<file path="src/rtl/spi_slave_if.sv">
// spi_slave_if: serial front end of the SPI slave subsystem.
//   Shifts MOSI frames (MSB first, one bit per clk while SS_n is low) into
//   DATA_W+2 bit command words {cmd[1:0], payload}, and shifts the memory's
//   read response back out on MISO.
// Ports:
//   clk, rst_n      clock and synchronous active-low reset
//   SS_n            slave select (active low); high aborts any frame
//   MOSI / MISO     serial in / registered serial out, MSB first
//   rx_data         last completed command word, held until the next one
//   rx_valid        one-cycle strobe marking a newly completed rx_data
//   tx_data         read data from memory
//   tx_valid        tx_data strobe; only the first one of a read-data frame is used
module spi_slave_if #(
  parameter int DATA_W = 8
) (
  input  logic              clk,
  input  logic              rst_n,
  input  logic              SS_n,
  input  logic              MOSI,
  output logic              MISO,
  output logic [DATA_W+1:0] rx_data,
  output logic              rx_valid,
  input  logic [DATA_W-1:0] tx_data,
  input  logic              tx_valid
);

  localparam int RX_W = DATA_W + 2;
  localparam int CW   = $clog2(RX_W);
  localparam int TW   = $clog2(DATA_W);
  // Bit counter value after the last payload bit has been taken.
  localparam logic [CW-1:0] CNT_DONE = CW'(RX_W - 2);
  localparam logic [TW-1:0] TX_REST  = TW'(DATA_W - 1);

  typedef enum logic [2:0] {IDLE, CHK_CMD, WRITE, READ_ADD, READ_DATA} state_t;

  state_t            state_q;
  logic [CW-1:0]     cnt_q;          // payload bits taken so far
  logic [RX_W-2:0]   rx_sh_q;        // all bits of the frame except the last one
  logic [RX_W-1:0]   rx_data_q;
  logic              rx_valid_q;
  logic              rd_addr_held_q; // a read address has been latched, next read cmd is data
  logic [DATA_W-1:0] tx_sh_q;
  logic [TW-1:0]     tx_cnt_q;       // MISO bits still to be driven after the MSB
  logic              tx_used_q;      // this frame already consumed its tx_valid
  logic              miso_q;

  assign MISO     = miso_q;
  assign rx_data  = rx_data_q;
  assign rx_valid = rx_valid_q;

  always_ff @(posedge clk) begin
    if (!rst_n) begin
      state_q        <= IDLE;
      cnt_q          <= '0;
      rx_sh_q        <= '0;
      rx_data_q      <= '0;
      rx_valid_q     <= 1'b0;
      rd_addr_held_q <= 1'b0;
      tx_sh_q        <= '0;
      tx_cnt_q       <= '0;
      tx_used_q      <= 1'b0;
      miso_q         <= 1'b0;
    end else begin
      rx_valid_q <= 1'b0;
      if (state_q == IDLE) begin
        miso_q <= 1'b0;
        if (!SS_n) state_q <= CHK_CMD;
      end else if (SS_n) begin
        // Deselect wins over everything, including a frame completing on this edge.
        state_q  <= IDLE;
        miso_q   <= 1'b0;
        tx_cnt_q <= '0;
      end else if (state_q == CHK_CMD) begin
        rx_sh_q   <= {{(RX_W-2){1'b0}}, MOSI};
        cnt_q     <= '0;
        tx_cnt_q  <= '0;
        tx_used_q <= 1'b0;
        miso_q    <= 1'b0;
        if (!MOSI)               state_q <= WRITE;
        else if (rd_addr_held_q) state_q <= READ_DATA;
        else                     state_q <= READ_ADD;
      end else if (cnt_q != CNT_DONE + 1'b1) begin
        // Collecting payload bits; MISO stays quiet.
        miso_q  <= 1'b0;
        rx_sh_q <= {rx_sh_q[RX_W-3:0], MOSI};
        cnt_q   <= cnt_q + 1'b1;
        if (cnt_q == CNT_DONE) begin
          rx_data_q  <= {rx_sh_q, MOSI};
          rx_valid_q <= 1'b1;
          // Command bits of the finished frame are rx_sh_q's top two bits.
          case (rx_sh_q[RX_W-2 -: 2])
            2'b10:   rd_addr_held_q <= 1'b1;
            2'b11:   rd_addr_held_q <= 1'b0;
            default: ;
          endcase
        end
      end else if (state_q == READ_DATA) begin
        if (tx_cnt_q != '0) begin
          miso_q   <= tx_sh_q[DATA_W-1];
          tx_sh_q  <= {tx_sh_q[DATA_W-2:0], 1'b0};
          tx_cnt_q <= tx_cnt_q - 1'b1;
        end else if (tx_valid && !tx_used_q) begin
          miso_q    <= tx_data[DATA_W-1];
          tx_sh_q   <= {tx_data[DATA_W-2:0], 1'b0};
          tx_cnt_q  <= TX_REST;
          tx_used_q <= 1'b1;
        end else begin
          miso_q <= 1'b0;
        end
      end else begin
        // WRITE / READ_ADD after completion: ignore MOSI until deselect.
        miso_q <= 1'b0;
      end
    end
  end

endmodule

</file>
<file path="config.mk">
export PLATFORM = sky130hd
export DESIGN_NAME = spi_slave_if
export DESIGN_NICKNAME = d
export VERILOG_FILES = /design/src/rtl/spi_slave_if.sv
export SDC_FILE = /design/constraint.sdc
export NUM_CORES = 1
export LEC_CHECK = 0
export BUFFER_PORTS_ARGS = -buffer_cell sky130_fd_sc_hd__buf_2
export CORE_MARGIN = 4
export CORE_UTILIZATION = 50
export CTS_CLUSTER_SIZE = 14
export DETAILED_ROUTE_END_ITERATION = 12
export PLACE_DENSITY = 0.75
export SYNTH_ARGS = -nofsm -noshare
export SYNTH_HDL_FRONTEND = slang
export SYNTH_SLANG_ARGS = --single-unit
</file>
<file path="constraint.sdc">
create_clock -name clk -period 4.5 [get_ports clk]
set_clock_uncertainty 0.15 [all_clocks]
set_input_delay 0.45 -clock clk [delete_from_list [all_inputs] [get_ports clk]]
set_output_delay 0.45 -clock clk [all_outputs]
set_load 0.02 [all_outputs]
</file>
==> summary by stage, run 1 <==
Run status
The run finished with clean final reports.

Clock tree
The later pin in the worst-skew pair is clocked with a latency of 300 ps. The number of H-tree levels is 2. In this run, CTS created clock tree buffers numbering 5. Clock-pin slew was measured on the worst setup and hold paths at 70 ps. The post-CTS setup buffer count is 0. The number of buffers on the longest clock path is 2. The number of clock sinks is 40. TritonCTS built the clock tree.

The root buffer cell chosen for the clock tree is sky130_fd_sc_hd__clkbuf_8. Post-CTS repair changed the size of 0 cells. The hold buffer count at CTS is 0.

STA
The minimum hold slack is 249 ps. The number of hold-slack violations in the final timing report was 0. Summed over all failing endpoints, the final setup total negative slack is 0 ps. The minimum clock period is 2230 ps. Setup repair after global routing left no endpoint under its margin.

The total of endpoints with negative setup slack in the final report is 0. For this run, the top clock speed supported by timing is 0.449 GHz. In the finished design, the share of the clock period the worst path needs comes to 49.5%.

The worst pin sits at a relative slew slack of 33.5%. The number of pins with negative max-slew slack in the final report is 0. For the pin with the worst max-slew slack, the measured transition is 997 ps.

Yosys
After synthesis, the mean cell area works out to 9.08 um^2. In this run, synthesis produced a sequential element count of 40. The distinct cell type count after synthesis is 42. The number of synthesized flops with an enable pin is 0. After technology mapping, the gate count stands at 207. Summed over all instances, the cell type with the most area after synthesis is sky130_fd_sc_hd__dfxtp_1. The number of nets handed over by synthesis was 225. Ranked by total cell area, the synthesized netlist is headed by sky130_fd_sc_hd__dfxtp_1 43%, sky130_fd_sc_hd__nand2_1 6.4%, sky130_fd_sc_hd__mux2i_1 5.9%. The total of warnings raised by yosys is 0. In this run the cell area of the synthesized design comes to 1880 um^2. The proportion of synthesized flip-flops having asynchronous set or reset is 0%. The area share of the largest cell type after synthesis is 42.6%.

Summing the sequential cell areas from Yosys gives 42.6% of the chip area. In the synthesized netlist the dominant register cell turns out to be sky130_fd_sc_hd__dfxtp_1.

Die
The core region is 3630 um^2. The floorplan step set the die height to 69.3 um. The die is 69.3 um wide. The initialized floorplan defines 22 standard-cell rows.

The total die area is 4800 um^2. For this configuration, the core starts out at a cell density of 51.7%. In this run the count of I/O pins placed on the die edge is 25.

Routing
The number of vias after detailed routing is 1447. The number of nets still failing antenna checks after routing is 0. The first-iteration detailed-routing DRC count is 101. The routed design has 3590 um of wire. The number of iterations in the first detailed-routing pass is 4. The routed length per instance is 13.1 um. The post-detailed-route DRC marker count is 0. Using the TritonRoute via totals, the vias-per-cell ratio works out to 5.28.

Setup path
In this run the critical register-to-register path is launched from tx_cnt_q[0]. The worst register-to-register path ends at tx_cnt_q[2]. For the worst setup path, the data arrival time is 2320 ps. The category of the worst setup path launch point is a flop. The depth of the worst register-to-register path is 6. The worst setup path is captured at a flop. The most critical setup path has its endpoint at tx_cnt_q[2].

The kind of critical path is flop to flop. The data required time at the worst endpoint is 4590 ps. Setup slack on the worst reg-to-reg path comes out at 2270 ps. In this run the worst setup path begins at tx_cnt_q[0]. Along the worst path, the maximum fanout reaches 18.

Cells and area
The top cell types in the final layout, fill and taps aside, are 40 x sky130_fd_sc_hd__dfxtp_1, 32 x sky130_fd_sc_hd__nand2_1, 24 x sky130_fd_sc_hd__buf_2. The net count of the finished layout is 244. For this run, the share of the core covered by cells in the final layout is 58.1%. Fill cells in the final layout number 327. Leaving out fill and tap cells, the most frequent cell in the layout is sky130_fd_sc_hd__dfxtp_1. The post-route netlist has 22.1% of its cells at a drive strength greater than 1. The final cell count without fillers is 274. The register area is 801 um^2. The area taken by multi-input logic gates is 958 um^2. The post-synthesis to final-layout area growth is 12.3%. The total inserted antenna cells is 0.

Placed design
The number of buffers added on ports is 24. Including well taps, the total number of placed cells is 267. The congestion estimate from routability-driven global placement came to 0.771. The post-detailed-placement half-perimeter wirelength is 2490 um.

Run
Max-cap violations in this run came to 0.

Power
The maximum ir drop on the vdd rail is 153 uV. For this design the static power due to leakage is 0.816 nW. Power spread over the standard cell area amounts to 348 nW/um^2.

Global route
The total routing usage reported by global routing is 16.5%. After global routing the overflow that remains totals 0. The first global-routing pass estimated 6570 um of wire. The number of antenna violations at the first check in global routing is 0. The number of global-route vias before repair is 1495. Entering global routing, the biggest net connects 30 pins.

Worst hold path
In this run the worst hold path is classified as input port to flop.
## worst max-delay path: stages (launching register included)
cell	delay, ps
sky130_fd_sc_hd__dfxtp_1	350
sky130_fd_sc_hd__inv_1	70
sky130_fd_sc_hd__ha_1	210
sky130_fd_sc_hd__nand2b_1	270
sky130_fd_sc_hd__o2111a_1	710
sky130_fd_sc_hd__a21boi_1	240
sky130_fd_sc_hd__o221a_1	180
## routing by layer
layer	wire length [um]	global-route usage (%)	part of all wire, %
met5	0	0	0
met4	85	8.68	2.4
met3	117	3.62	3.3
met2	1630	26.2	45
met1	1760	20.8	49
## state kept, by name (all words and copies together) (netlist names)
register,cells
rx_data,10
rx_sh_q,9
tx_sh_q,7
cnt_q,4
state_q,3
tx_cnt_q,3
MISO,1
rd_addr_held_q,1
rx_valid,1
tx_used_q,1
## worst min path at each step
stage / from / endpoint / cells past startpoint
floorplan: tx_sh_q[1] / tx_sh_q[1] / 2
global placement: rx_data[9] / rx_data[9] / 2
detailed placement: rx_data[0] / rx_data[0] / 2
CTS: tx_data[0] / tx_sh_q[1] / 3
global route: tx_data[0] / tx_sh_q[1] / 3
finish: tx_data[0] / tx_sh_q[1] / 3
## Yosys cell counts (all sizes together) (3+ instances only)
library cell / instances
clkbuf: 3
a311oi: 6
inv: 9
nand2: 32
buf: 10
mux2i: 11
nor2: 23
nor2b: 10
nand3: 13
a21oi: 14
ha: 5
dfxtp: 40
## through the flow
step	total power, mW	area, um^2	setup WS, ps
CTS	0.741	2110	2270
detailed placement	0.401	1980	2310
global placement	0.401	1980	2350
finish	0.735	2110	2270
floorplan	0.390	1880	2760
global route	0.757	2110	2050
## cell families after synthesis
group	count (synthesis)	synth area share, %
buffers and inverters	22	6.39
AO/OA/AOI/OAI	37	17.6
XOR/XNOR	1	0.466
AND/OR/NAND/NOR	91	23.8
adder cells (fa/ha/maj)	5	3.33
flip-flops	40	42.6
multiplexers	11	5.86
## area by class of cell
cell class | count | area share, %
clock inverters | 2 | 2.85
repair buffers | 25 | 6.05
well taps | 48 | 2.85
clock buffers | 5 | 3.26
multi-input cells | 145 | 45.4
inverters | 9 | 1.60
flip-flops and latches | 40 | 38.0
## where the power goes
group	switching [mW]	internal, mW	leakage [nW]	total (mW)
sequential	0.00227	0.355	0.322	0.357
clock	0.124	0.218	0.0642	0.342
combinational	0.0221	0.0131	0.430	0.0352
total	0.149	0.587	0.816	0.735
Note: power is estimated with default switching activity, not from simulation.
==> run 2, diff against run 1 <==
==> constraint.sdc (replaced) <==
create_clock -name clk -period 2.08 [get_ports clk]
set_clock_uncertainty 0.15 [all_clocks]
set_input_delay 0.208 -clock clk [delete_from_list [all_inputs] [get_ports clk]]
set_output_delay 0.208 -clock clk [all_outputs]
set_load 0.02 [all_outputs]
==> run 2 against run 1 <==
Maximum frequency is 18% higher. Highest routed layer unchanged. Global-route usage is 0.25 points lower. Worst hold slack got worse by 240 ps. Critical endpoint is now rx_sh_q[5].
==> summary by stage, run 2 (synthesis gave the netlist of run 1 again) <==
Global route
The total routing usage reported by global routing is 16.2%. The overall overflow remaining after global route is 0. The global-route wire length before repair is 6350 um. The number of antenna violations at the first check in global routing is 0.

The maximum number of pins on one net before global-route repair is 18. The number of global-route vias before repair is 1349.

Clock tree
After clock tree synthesis, the repair step resized 0 gates. The buffer type at the clock tree root is sky130_fd_sc_hd__clkbuf_8. The later pin in the worst-skew pair is clocked with a latency of 290 ps. The CTS buffer count is 5. The clock tree from TritonCTS is yes. The number of buffers on the longest clock path is 2. Clock-pin slew was measured on the worst setup and hold paths at 80 ps. The H-tree was split into 2 levels. The post-CTS setup buffer count is 0. Counting every sink on the clock net gives 40. For this design, the CTS-stage hold fixing added 0 buffers.

Routing
In the final routing, the length of wire on met1 measures 1790 um. The first TritonRoute pass finished after 4 iterations. Once detail routing completed, the nets flagged for antenna violations numbered 0. In the routed layout, each cell is associated on average with a via count of 5.31. The number of vias after detailed routing is 1497.

The detailed-route wire length is 3650 um. The highest layer touched by signal routing is met4. The post-detailed-route DRC marker count is 0. The wire length on met2 is 1650 um. After the first detailed-routing iteration, the DRC count stood at 106.

In the final routed layout, each cell accounts on average for 13.0 um. The routed design uses 137 um of met3 wire.

Cells and area
The net count reported at finish is 251. The count of cells in the finished layout, fillers not included, comes to 282. 0 antenna diodes ended up in the layout.

Counting the fill cells in the layout gives 350. In the layout the commonest cells are 40 x sky130_fd_sc_hd__dfxtp_1, 32 x sky130_fd_sc_hd__nand2_1, 24 x sky130_fd_sc_hd__buf_2. Leaving out fill and tap cells, the most frequent cell in the layout is sky130_fd_sc_hd__dfxtp_1. The register with the most flip-flops in the layout has 10 of them. At the end of the flow the core is filled with cells to 58.4%. The fraction of layout cells with a size suffix above 1 is 24.8%. The post-synthesis to final-layout area growth is 12.8%.

Setup path
In this design, the stage delay of the slowest critical-path cell is 350 ps. The arrival time at the worst endpoint is 1930 ps. The depth of the worst register-to-register path is 7. The setup slack of the worst register-to-register path is 200 ps. The origin of the critical flop-to-flop path is cnt_q[1]. The category of the worst setup path launch point is a flop. The endpoint of the worst-slack reg-to-reg timing path is rx_sh_q[5]. The highest net fanout along the worst path is 13. The launching instance or port of the critical path is cnt_q[1]. STA puts the critical path data required time at 2120 ps. The worst setup path is of the flop to flop kind. The critical path capture point type is a flop. The critical path goes through inv_1, ha_1, and3b_4, a211oi_4, buf_4, mux2i_1, nor2_1. The slowest stage of the critical path is the sky130_fd_sc_hd__dfxtp_1 cell. The worst setup path endpoint is rx_sh_q[5].

STA
The number of pins with negative max-slew slack in the final report was 0. The number of hold-slack violations in the final timing report came to 0. The minimum hold slack is 11.4 ps. The transition at the pin with the smallest max-transition slack is 577 ps. The maximum clock frequency is 0.531 GHz. Setup repair after global routing left no endpoint under its margin. The max-slew headroom at the worst pin is 61.5%.

The minimum clock period is 1880 ps. Setup violations remaining at the end of the flow were counted as 0. The sum of negative setup slack is 0 ps. The final critical path takes up 90.6% of the cycle.

Power
For this design the ratio of total power to cell area is 645 nW/um^2. Of the total power, combinational logic draws 5.8%. The power after layout is 1.37 mW. The net switching fraction of the power is 24.5%.

The cell-internal power is 1.03 mW. Summed over all cells, the static leakage comes to 0.836 nW. VDD sags by at most 340 uV. Per report_power, the sequential group accounts for 56.5% of the total. Summed over all nets, the switching power comes to 0.335 mW. The clock network is responsible for 37.7% of the overall power.

Placed design
The number of placed instances with taps included is 274. The post-detailed-placement half-perimeter wirelength is 2590 um. The congestion estimate from routability-driven global placement came to 0.765. During placement, the flow inserted port buffers numbering 24.

Die
The die outline height is 69.3 um. The number of placed I/O pins is 25. The initialized floorplan defines 22 standard-cell rows. The area of the core is 3630 um^2. The floorplan step defined a die boundary enclosing 4800 um^2. The die boundary width is 69.3 um. The initial utilization of the core area, before any placement, comes to 51.7%.

Run
Max-cap violations in this run came to 0.

Worst hold path
The min-delay analysis places its worst path in the category input port to flop. The worst hold path passes through 3 cells. The startpoint of the lowest-slack hold path is tx_data[0].

Run status
The flow ran to the end, and the final reports show no timing, DRC or antenna violations.
-- run 2: power by group through the flow --
stage / Clock (mW) / Combinational (mW) / Sequential, mW
finish: 0.515 / 0.0790 / 0.773
global route: 0.561 / 0.0876 / 0.774
CTS: 0.528 / 0.0798 / 0.773
detailed placement: 0 / 0.0794 / 0.791
global placement: 0 / 0.0783 / 0.791
floorplan: 0 / 0.0538 / 0.790
-- run 2: worst min path at each step --
stage / endpoint / slack, ps
after global placement: rx_data[7] / 290
after CTS: tx_sh_q[1] / 7
after detailed placement: rx_data[5] / 300
final: tx_sh_q[1] / 10
after floorplan: tx_sh_q[1] / 200
after global routing: tx_sh_q[1] / 30
-- run 2: per-stage QoR --
stage	instance area (um^2)	setup slack, ps
3_3_place_gp	2030	294
4_1_cts	2120	186
2_1_floorplan	1880	336
3_5_place_dp	2030	229
5_1_grt	2120	78.0
6_report	2120	196
-- run 2: layer usage --
layer	vias to the layer above	track usage [%]
li1	756	-
met3	7	5.07
met2	21	23.4
met1	713	22.4
met4	0	6.51
met5	-	0
-- run 2: worst max-delay path, delay by kind of cell, from the launching register on --
family          cells  cell delay, ps
mux                 1             250
simple gates        2             270
buf+inv             2             330
flops               1             350
fa+ha+maj           1             210
compound gates      1             220
-- run 2: layout make-up --
cell class	count	area [um^2]	share of cell area, %
clock buffers	5	68.8	3.24
multi-input cells	145	958	45.2
flip-flops and latches	40	801	37.8
repair buffers	32	180	8.50
well taps	48	60.1	2.83
clock inverters	3	18.8	0.885
inverters	9	33.8	1.59
==> run 3, diff against run 2 <==
==> constraint.sdc (replaced) <==
create_clock -name clk -period 1.85 [get_ports clk]
set_clock_uncertainty 0.15 [all_clocks]
set_input_delay 0.185 -clock clk [delete_from_list [all_inputs] [get_ports clk]]
set_output_delay 0.185 -clock clk [all_outputs]
set_load 0.02 [all_outputs]
==> run 3 against run 2 <==
Non-clock buffer count grew 3. Critical endpoint is now rx_sh_q[8]. Sequential share of layout area shrank 1.4 points. Clock power is 17% higher. Largest power group unchanged. Maximum frequency grew 5.2%.
==> summary by stage, run 3 (synthesis gave the netlist of run 1 again) <==
Die
The initial utilization of the core area, before any placement, comes to 51.7%. The die is 69.3 um wide. The initialized floorplan defines 22 standard-cell rows. The die covers 4800 um^2. The die outline height is 69.3 um. The core region is 3630 um^2. Pin placement for this block handled 25 I/O pins.

Global route
Global routing used 16.0% of the available tracks. The maximum number of pins on one net before global-route repair is 19. The global-route wire length before repair is 6290 um.

The number of global-route vias before repair is 1417. The overall overflow remaining after global route is 0. The number of antenna violations at the first check in global routing is 0.

STA
The number of pins with negative max-slew slack in the final report is 0. The number of hold-slack violations in the final timing report is 0. The minimum hold slack is 21.6 ps. Timing would allow up to 0.558 GHz. The worst pin sits at a relative slew slack of 61.9%. The minimum setup slack in the final design is 58.1 ps. The total of endpoints with negative setup slack in the final report is 0. The minimum clock period is 1790 ps. For the pin with the worst max-slew slack, the measured transition is 570 ps.

Dividing the final minimum period by the clock period gives 96.9%.

Setup path
The worst setup path is launched from a flop. The arrival time at the worst endpoint is 1830 ps. STA classifies the critical path endpoint as a flop. Along the worst path, the maximum fanout reaches 4. Data on the critical path is required at its endpoint by 1880 ps.

The critical path in this run is classified as flop to flop.

Clock tree
At the later pin of the worst-skew pair, clock insertion delay measures 290 ps. The clock tree from TritonCTS is yes. The number of buffers on the longest clock path is 2.

The clock-pin slew of the registers on the worst-case setup and hold paths is 70 ps. The clock drives 40 sinks. The number of clock buffers added by TritonCTS is 5. The number of H-tree levels is 2. The tree is rooted in a sky130_fd_sc_hd__clkbuf_8.

Cells and area
The total inserted antenna cells is 0. Fill cells in the final layout number 336. At the end of the flow, the number of nets in the layout was 254. Compared with the post-synthesis result, the final layout area differs by 17.7%. Cells with a size suffix above 1 make up 27.0% of the layout. The number of flip-flops under the largest register name is 10. Leaving out fill and tap cells, the most frequent cell in the layout is sky130_fd_sc_hd__dfxtp_1. The library cells used most frequently in the layout, excluding fill and tap cells, are 38 x sky130_fd_sc_hd__dfxtp_1, 31 x sky130_fd_sc_hd__nand2_1, 24 x sky130_fd_sc_hd__buf_2.

Routing
The number of nets still failing antenna checks after routing is 0. The detailed-route wire length is 3660 um. Dividing the detail-routed via count by the number of cells gives 5.21. For this run, design rule violations remaining after detail routing come to 0. The number of vias after detailed routing is 1486.

The routed length per instance is 12.8 um. The number of iterations in the first detailed-routing pass is 4. The first-iteration detailed-routing DRC count is 100.

Power
The total power density per cell area is 712 nW/um^2. For this design the static power due to leakage is 0.862 nW. The maximum ir drop on the vdd rail is 357 uV.

Placed design
The post-detailed-placement half-perimeter wirelength is 2590 um. The post-placement setup slack is 23.8 ps. The congestion estimate from routability-driven global placement came to 0.795. In this run the tool buffered the top-level ports with 24 buffer cells.

Worst hold path
The worst hold path belongs to the class input port to flop.

Run status
The flow ran to the end, and the final reports show no timing, DRC or antenna violations.

Run
Across the run, the number of max-cap violations was 0.
[run 3: what timing repair did]
action	CTS	global route
setup endpoints to repair	0	26
buffers inserted	0	1
hold buffers	1	0
gates resized for setup	0	6
hold endpoints to repair	1	0
[run 3: stage by stage]
| step | power [mW] | setup TNS (ps) | instances | utilization [%] | cell area (um^2) |
|---|---|---|---|---|---|
| floorplan | 0.949 | 0 | 207 | - | 1880 |
| global placement | 0.982 | 0 | 274 | 56.6 | 2060 |
| detailed placement | 0.983 | 0 | 274 | 56.6 | 2060 |
| CTS | 1.58 | 0 | 283 | 59.5 | 2160 |
| global route | 1.63 | -6.95 | 285 | 60.9 | 2210 |
| finish | 1.58 | 0 | 285 | 60.9 | 2210 |
[run 3: power breakdown]
part	internal, mW	leakage, nW	switching, mW
clock	0.303	0.0445	0.301
combinational	0.0452	0.494	0.0569
sequential	0.864	0.323	0.00529
total	1.21	0.862	0.363
[run 3: critical path, stage by stage (launching register included)]
cell and delay (ps):
sky130_fd_sc_hd__dfxtp_2 360, sky130_fd_sc_hd__inv_2 60, sky130_fd_sc_hd__ha_4 150, sky130_fd_sc_hd__and3b_4 190, sky130_fd_sc_hd__a211oi_4 330, sky130_fd_sc_hd__clkbuf_16 210
sky130_fd_sc_hd__mux2i_1 180, sky130_fd_sc_hd__nor2_1 60
[run 3: path summary, 6_finish.rpt]
path,from,end,slack (ps),cells after the start
setup / recovery,cnt_q[1],rx_sh_q[8],60,7
hold / removal,tx_data[7],MISO,20,3
setup reg to reg,cnt_q[1],rx_sh_q[8],60,7
hold reg to reg,rx_data[0],rx_data[0],300,2
[run 3: area by class of cell]
cell class / count / area, um^2 / share of cell area (%)
Clock inverter: 1 / 7.51 / 0.339
Clock buffer: 7 / 86.3 / 3.90
Multi-Input combinational cell: 145 / 973 / 44.0
Sequential cell: 40 / 803 / 36.3
Inverter: 9 / 33.8 / 1.53
Tap cell: 48 / 60.1 / 2.71
Timing Repair Buffer: 35 / 248 / 11.2
[run 3: metal layers]
| layer | part of all wire [%] | track usage, % | vias up |
|---|---|---|---|
| li1 | - | - | 763 |
| met1 | 47 | 20.0 | 690 |
| met2 | 46 | 25.3 | 26 |
| met3 | 4.3 | 4.20 | 7 |
| met4 | 1.9 | 7.81 | 0 |
| met5 | 0 | 0 | - |
